===== config.mk =====
export PLATFORM = sky130hd
export DESIGN_NAME = mq_byte_emitter_flat
export DESIGN_NICKNAME = d
export VERILOG_FILES = /design/src/rtl/mq_emit_pkg.sv /design/src/rtl/mq_byte_emitter_if.sv /design/src/rtl/mq_byte_fifo.sv /design/src/rtl/mq_byte_emitter.sv /design/src/flat_wrapper.sv
export SDC_FILE = /design/constraint.sdc
export NUM_CORES = 1
export LEC_CHECK = 0
export CAP_MARGIN = 0
export CORE_MARGIN = 1
export CORE_UTILIZATION = 45
export CTS_CLUSTER_SIZE = 40
export DETAILED_ROUTE_END_ITERATION = 16
export PLACE_DENSITY = 0.73
export SETUP_SLACK_MARGIN = 0.1
export SKIP_LAST_GASP = 1
export SLEW_MARGIN = 30
export SYNTH_ARGS = -nofsm -noshare
export SYNTH_HDL_FRONTEND = slang
export SYNTH_SLANG_ARGS = --single-unit

===== constraint.sdc =====
create_clock -name clk -period 4 [get_ports clk]
set_input_delay 0.8 -clock clk [delete_from_list [all_inputs] [get_ports clk]]
set_output_delay 0.8 -clock clk [all_outputs]
set_load 0.01 [all_outputs]

===== src/rtl/mq_emit_pkg.sv =====
// Shared types and constants for the MQ coder byte emitter.
package mq_emit_pkg;

  typedef enum logic [1:0] {
    RUN   = 2'd0,
    FLUSH = 2'd1,
    DONE  = 2'd2
  } state_e;

  localparam int         MAX_IN_BYTES = 2;
  localparam logic [7:0] FF_BYTE      = 8'hFF;

endpackage


===== src/rtl/mq_byte_emitter_if.sv =====
// Coder-side beat input and consumer-side byte stream of the MQ byte emitter.
interface mq_byte_emitter_if;

  logic        in_valid;
  logic [15:0] in_bytes;
  logic [1:0]  in_cnt;
  logic        in_flush;
  logic        in_ready;
  logic        out_valid;
  logic [7:0]  out_byte;
  logic        out_last;
  logic        out_ready;

  modport master (
    output in_valid, in_bytes, in_cnt, in_flush, out_ready,
    input  in_ready, out_valid, out_byte, out_last
  );

  modport slave (
    input  in_valid, in_bytes, in_cnt, in_flush, out_ready,
    output in_ready, out_valid, out_byte, out_last
  );

endinterface


===== src/rtl/mq_byte_fifo.sv =====
// Show-ahead byte FIFO: up to two writes and one read per cycle, plus a
// retract that removes the most recently written byte.
module mq_byte_fifo #(
  parameter int DEPTH = 8,
  parameter int AW    = 3
) (
  input  logic          clk,
  input  logic          rst,
  input  logic [1:0]    push_cnt_i,
  input  logic [7:0]    push_a_i,
  input  logic [7:0]    push_b_i,
  input  logic          pop_i,
  input  logic          retract_i,
  output logic [AW:0]   occ_o,
  output logic [7:0]    head_o,
  output logic [7:0]    tail_o
);

  logic [7:0]    mem_q [DEPTH];
  logic [AW-1:0] rd_q, rd_d, wr_q, wr_d, wr_nxt, tail_idx;
  logic [AW:0]   occ_q, occ_d;

  // Outputs come straight from registers so they never depend on this cycle's push.
  assign wr_nxt   = wr_q + AW'(1);
  assign tail_idx = wr_q - AW'(1);
  assign occ_o    = occ_q;
  assign head_o   = mem_q[rd_q];
  assign tail_o   = mem_q[tail_idx];

  always_comb begin
    rd_d  = rd_q + AW'(pop_i);
    wr_d  = wr_q + AW'(push_cnt_i) - AW'(retract_i);
    occ_d = occ_q + (AW+1)'(push_cnt_i) - (AW+1)'(pop_i) - (AW+1)'(retract_i);
  end

  always_ff @(posedge clk) begin
    if (rst) begin
      rd_q  <= '0;
      wr_q  <= '0;
      occ_q <= '0;
    end else begin
      rd_q  <= rd_d;
      wr_q  <= wr_d;
      occ_q <= occ_d;
    end
  end

  always_ff @(posedge clk) begin
    if (push_cnt_i != 2'd0) mem_q[wr_q]   <= push_a_i;
    if (push_cnt_i == 2'd2) mem_q[wr_nxt] <= push_b_i;
  end

endmodule


===== src/rtl/mq_byte_emitter.sv =====
// MQ coder output controller: buffers coder bytes, streams them out and
// marks segment ends. Optional MQ_TRAIL_FF_DROP_EN drops a trailing 0xFF.
module mq_byte_emitter
  import mq_emit_pkg::*;
#(
  parameter int DEPTH = 8,
  parameter int AW    = 3
) (
  input  logic             clk,
  input  logic             rst,
  mq_byte_emitter_if.slave bus,
  output logic             done,
  output logic [15:0]      byte_count,
  output logic             err
);

`ifdef MQ_TRAIL_FF_DROP_EN
  localparam bit DROP_EN = 1'b1;
`else
  localparam bit DROP_EN = 1'b0;
`endif

  state_e        state_q, state_d;
  logic [AW:0]   occ;
  logic [7:0]    head, tail, push_a;
  logic [1:0]    push_cnt;
  logic [AW+1:0] free;
  logic          accept, pop, retract, beat_drop;
  logic          drop_pend_q, drop_pend_d;
  logic [15:0]   byte_count_q;
  logic          err_q;

  mq_byte_fifo #(.DEPTH(DEPTH), .AW(AW)) u_fifo (
    .clk        (clk),
    .rst        (rst),
    .push_cnt_i (push_cnt),
    .push_a_i   (push_a),
    .push_b_i   (bus.in_bytes[7:0]),
    .pop_i      (pop),
    .retract_i  (retract),
    .occ_o      (occ),
    .head_o     (head),
    .tail_o     (tail)
  );

  // A flush beat with no bytes can only drop 0xFF already sitting at the FIFO tail.
  always_comb begin
    retract   = DROP_EN && drop_pend_q && (occ != '0) && (tail == FF_BYTE);
    beat_drop = DROP_EN && bus.in_flush &&
                ((bus.in_cnt == 2'd1) || (bus.in_cnt == 2'd2)) &&
                (bus.in_bytes[7:0] == FF_BYTE);
    push_a    = (bus.in_cnt == 2'd2) ? bus.in_bytes[15:8] : bus.in_bytes[7:0];
  end

  always_ff @(posedge clk) begin
    if (rst) state_q <= RUN;
    else     state_q <= state_d;
  end

  always_comb begin
    state_d = state_q;
    unique case (state_q)
      RUN:     if (accept && bus.in_flush) state_d = FLUSH;
      FLUSH:   if ((occ == '0) || ((occ == (AW+1)'(1)) && (pop || retract))) state_d = DONE;
      DONE:    state_d = RUN;
      default: state_d = RUN;
    endcase
  end

  // Ordered so in_ready sees the same-cycle pop without a combinational loop.
  always_comb begin
    bus.out_valid = !rst && (occ != '0) && (state_q != DONE) && !retract;
    bus.out_byte  = head;
    bus.out_last  = bus.out_valid && (state_q == FLUSH) && (occ == (AW+1)'(1));
    pop           = bus.out_valid && bus.out_ready;
    free          = (AW+2)'(DEPTH) - (AW+2)'(occ) + (AW+2)'(pop);
    bus.in_ready  = !rst && (state_q == RUN) && (free >= (AW+2)'(MAX_IN_BYTES));
    accept        = bus.in_valid && bus.in_ready;
    done          = !rst && (state_q == DONE);
    push_cnt      = 2'd0;
    if (accept) begin
      case (bus.in_cnt)
        2'd1:    push_cnt = beat_drop ? 2'd0 : 2'd1;
        2'd2:    push_cnt = beat_drop ? 2'd1 : 2'd2;
        default: push_cnt = 2'd0;
      endcase
    end
    drop_pend_d = accept && bus.in_flush &&
                  ((bus.in_cnt == 2'd0) || (bus.in_cnt == 2'd3));
  end

  always_ff @(posedge clk) begin
    if (rst) begin
      byte_count_q <= '0;
      err_q        <= 1'b0;
      drop_pend_q  <= 1'b0;
    end else begin
      if (pop) byte_count_q <= byte_count_q + 16'd1;
      if (accept && (bus.in_cnt == 2'd3)) err_q <= 1'b1;
      drop_pend_q <= drop_pend_d;
    end
  end

  assign byte_count = byte_count_q;
  assign err        = err_q;

endmodule

===== src/flat_wrapper.sv =====
// flat-port wrapper written by rule: the top's interface ports become plain ports
module mq_byte_emitter_flat import mq_emit_pkg::*;
#(
  parameter int DEPTH = 8,
  parameter int AW    = 3
)
  (clk, rst, done, byte_count, err, bus_in_valid, bus_in_bytes, bus_in_cnt, bus_in_flush, bus_out_ready, bus_in_ready, bus_out_valid, bus_out_byte, bus_out_last);
  mq_byte_emitter_if bus_i ();
  input  logic clk;
  input  logic rst;
  output logic done;
  output logic [15:0] byte_count;
  output logic err;
  input wire logic [$bits(bus_i.in_valid)-1:0] bus_in_valid;
  input wire logic [$bits(bus_i.in_bytes)-1:0] bus_in_bytes;
  input wire logic [$bits(bus_i.in_cnt)-1:0] bus_in_cnt;
  input wire logic [$bits(bus_i.in_flush)-1:0] bus_in_flush;
  input wire logic [$bits(bus_i.out_ready)-1:0] bus_out_ready;
  output wire logic [$bits(bus_i.in_ready)-1:0] bus_in_ready;
  output wire logic [$bits(bus_i.out_valid)-1:0] bus_out_valid;
  output wire logic [$bits(bus_i.out_byte)-1:0] bus_out_byte;
  output wire logic [$bits(bus_i.out_last)-1:0] bus_out_last;
  assign bus_i.in_valid = bus_in_valid;
  assign bus_i.in_bytes = bus_in_bytes;
  assign bus_i.in_cnt = bus_in_cnt;
  assign bus_i.in_flush = bus_in_flush;
  assign bus_i.out_ready = bus_out_ready;
  assign bus_in_ready = bus_i.in_ready;
  assign bus_out_valid = bus_i.out_valid;
  assign bus_out_byte = bus_i.out_byte;
  assign bus_out_last = bus_i.out_last;
  mq_byte_emitter #(.DEPTH(DEPTH), .AW(AW)) u_core (.clk(clk), .rst(rst), .bus(bus_i), .done(done), .byte_count(byte_count), .err(err));
endmodule

==> results_dict.tcl <==
set metrics [dict create \
    core_mm2 0.0110 \
    maxCapViolCount 0 \
    cts_tree "done" \
    netlist_area_mm2 0.00515 \
    fin_crit_ps 3710 \
    grt_max_degree 28 \
    synth_top_family_by_area "multiplexers" \
    avgSynthCellArea_um2 12.8 \
    yosys.area_share.simple_pct 13.5 \
    synthTopCellsByCount "70 x mux2_2, 64 x edfxtp_1, 37 x nand2_1" \
    p_leak_uw 0.00216 \
    fp.dieW_um 109 \
    area_growth_pct 20.2 \
    routedWlPerCell_um 19.0 \
    hold_class "reg -> reg" \
    clock_latency_ps 340 \
    path_max_fanout 4 \
    ys_seq_area_share_pct 48.6 \
    yosys-top-cells-area "edfxtp_1 37%, mux2_2 15%, dfxtp_1 11%" \
    crit_family "simple AND/OR/NAND/NOR gates" \
    synthMuxAreaShare_pct 24.9 \
    cts_hold_buf 0 \
    syn_nets 441 \
    path_clk_slew_ps 70 \
    drt-total-wl_mm 11.6 \
    cpMostUsedCell "ha_1" \
    ys_ff_latch 93 \
    crit_slowest_cell "or3b_2" \
    rsz0062_at_grt "false" \
    start_util_pct 46.9 \
    cp_num_buf_inv 3 \
    relSlewSlack_pct 43.0 \
    synth_largest_area_cell "edfxtp_1" \
    finalCritPeriodShare_pct 92.7 \
    synth_top_area_share_pct 37.3 \
    drt_iter0_markers 246 \
    synthAdderAreaFrac_pct 4.18 \
    crit_type "reg -> out" \
    root_buffer "clkbuf_16" \
    rows 38 \
    synth-edff-count 64 \
    antenna_found_initial 0 \
    dieArea_mm2 0.0119 \
    first_pass_iters 4 \
    n_antenna_cell 0 \
    irDropWorstVdd_mv 0.271 \
    grt_overflow 0 \
    yosys.cell_count.top_type "mux2_2" \
    powerDensity_mw_per_mm2 430 \
    worst_slack_ps 291 \
    async_flop_share_pct 0 \
    grt_pass1_wl_mm 18.1 \
    gp_congestion 0.772 \
    cts_buffer_depth 2 \
    nets 504 \
    track_usage_pct 20.6 \
    h-tree-depth 3 \
    synthFlopType "edfxtp_1" \
    syn-instance-count 402 \
    ant_nets 0 \
    synth_cell_types 52 \
    crit_chain "inv_1 > ha_1 > or3b_2 > nand4_1 > ha_1 > inv_1 > ha_1 > or3_1 > a21oi_1 > nor4_1 > dlygate4sd2_1" \
    setup_viol_count_final 0 \
    multiInputGateArea_mm2 0.00249 \
    synth_xor_xnor_area_share_pct 1.36 \
    endpoint_kind "primary output" \
    max_freq_ghz 0.270 \
    clock_skew_ps 12.2 \
    timing.rr.start "u_core.u_fifo.occ_o[2]$_SDFF_PP0_" \
    die_h_um 109 \
    startpoint_type "flop" \
    placed_cell_area_mm2 0.00589 \
    drc 0 \
    io_buffers 51 \
    cp.required_ps 3200 \
    yosysWarnings 0 \
    drv_slew 0 \
    slowest_delay_ps 460 \
    cts_made_buffers 9 \
    holdWs_ps 489 \
    viasPerCell 5.77 \
    via_count 3520 \
    post-place-ws_ps -31.5 \
    hp-start "u_core.err$_SDFFE_PP0P_" \
    hold_viol 0 \
    final_core_util_pct 56.3 \
    dp_hpwl_mm 7.85 \
    finalInstanceArea_mm2 0.00619 \
    status "complete, no violations" \
    crit_arrival_ps 2910 \
    grt_pass1_vias 3481 \
    drive_above_1_share_pct 28.9 \
    worst_pin_slew_ps 854 \
    crit_start "u_core.u_fifo.occ_o[2]$_SDFF_PP0_" \
    cts.sinks 93 \
    synth_compound_area_share_pct 4.21 \
    io_pins 52 \
    regArea_mm2 0.00250 \
    fill_cells 912 \
]
## cell type report
cell class / instances / area share (%)
clock inverter: 7 / 1.05
timing repair buffer: 70 / 10.5
sequential: 93 / 40.5
clock buffer: 9 / 3.64
multi-input combinational: 271 / 40.3
inverter: 20 / 1.21
tap: 140 / 2.83
## through the flow
stage	instances	setup TNS [ps]	power, uW
detailed placement	593	-31.5	1850
finish	610	0	2660
global route	610	0	2800
global placement	593	0	1830
CTS	609	0	2670
floorplan	402	0	1640
## layer usage
metal	GRT usage [%]	vias up	wire length, um
li1	-	1650	-
met1	27.2	1754	4970
met2	34.4	100	5790
met3	3.29	16	638
met4	7.14	0	208
met5	0	-	0
## worst paths after layout
kind                                                           to  slack [ps]  depth (start not counted)
worst max-delay path                                 bus_in_ready         290                         11
worst min-delay path                      u_core.err$_SDFFE_PP0P_         490                          2
worst max register to register  u_core.u_fifo.occ_o[3]$_SDFF_PP0_         330                         17
worst min register to register            u_core.err$_SDFFE_PP0P_         490                          2
## worst min-delay path, stage by stage, from the launching register on
cell and delay, ps:
dfxtp_1 330, a41oi_1 40, nor2_1 80
## state kept, by name, indices dropped and copies added, names as in the netlist
signal	flops
u_core.u_fifo.mem_q	64
u_core.u_fifo.wr_q	3
u_core.u_fifo.occ_o	4
u_core.state_q	2
u_core.err	1
u_core.byte_count	16
u_core.u_fifo.rd_q	3
## layout by cell type, fill, tap and decap left out, drive strengths merged, types with 2 or more instances in the layout
cell / count
nand3b: 2
or4: 4
mux4: 16
nand4: 3
clkbuf: 9
nor2b: 8
o311ai: 5
or3: 2
ha: 14
o41ai: 5
nor4b: 2
fa: 2
mux2: 74
inv: 23
xor2: 2
nor2: 16
edfxtp: 64
and4: 2
and3: 5
xnor2: 6
nand3: 15
or2: 3
mux2i: 9
nand2b: 2
buf: 19
o31ai: 4
clkdlybuf4s50: 50
nor3b: 4
a21oi: 9
o21ai: 4
nand2: 37
nor3: 6
dfxtp: 29
clkinv: 3
## repair_timing
action / CTS / global route
setup buffers: 0 / 1
pin swaps: 0 / 1
setup endpoints to repair: 1 / 1
resized for setup: 1 / 0
## power breakdown
group | total [uW] | internal (uW) | switching [uW]
clock | 825 | 436 | 390
combinational | 703 | 357 | 346
sequential | 1130 | 1080 | 48.9
## kinds of logic (layout without fill, tap and decap cells)
family | after synthesis | after routing
xor+xnor | 8 | 8
mux | 99 | 99
compound gates | 31 | 31
buf+inv | 38 | 106
simple gates | 117 | 117
flops | 93 | 93
fa+ha+maj | 16 | 16
No activity file was read; power rests on OpenSTA's default activity.
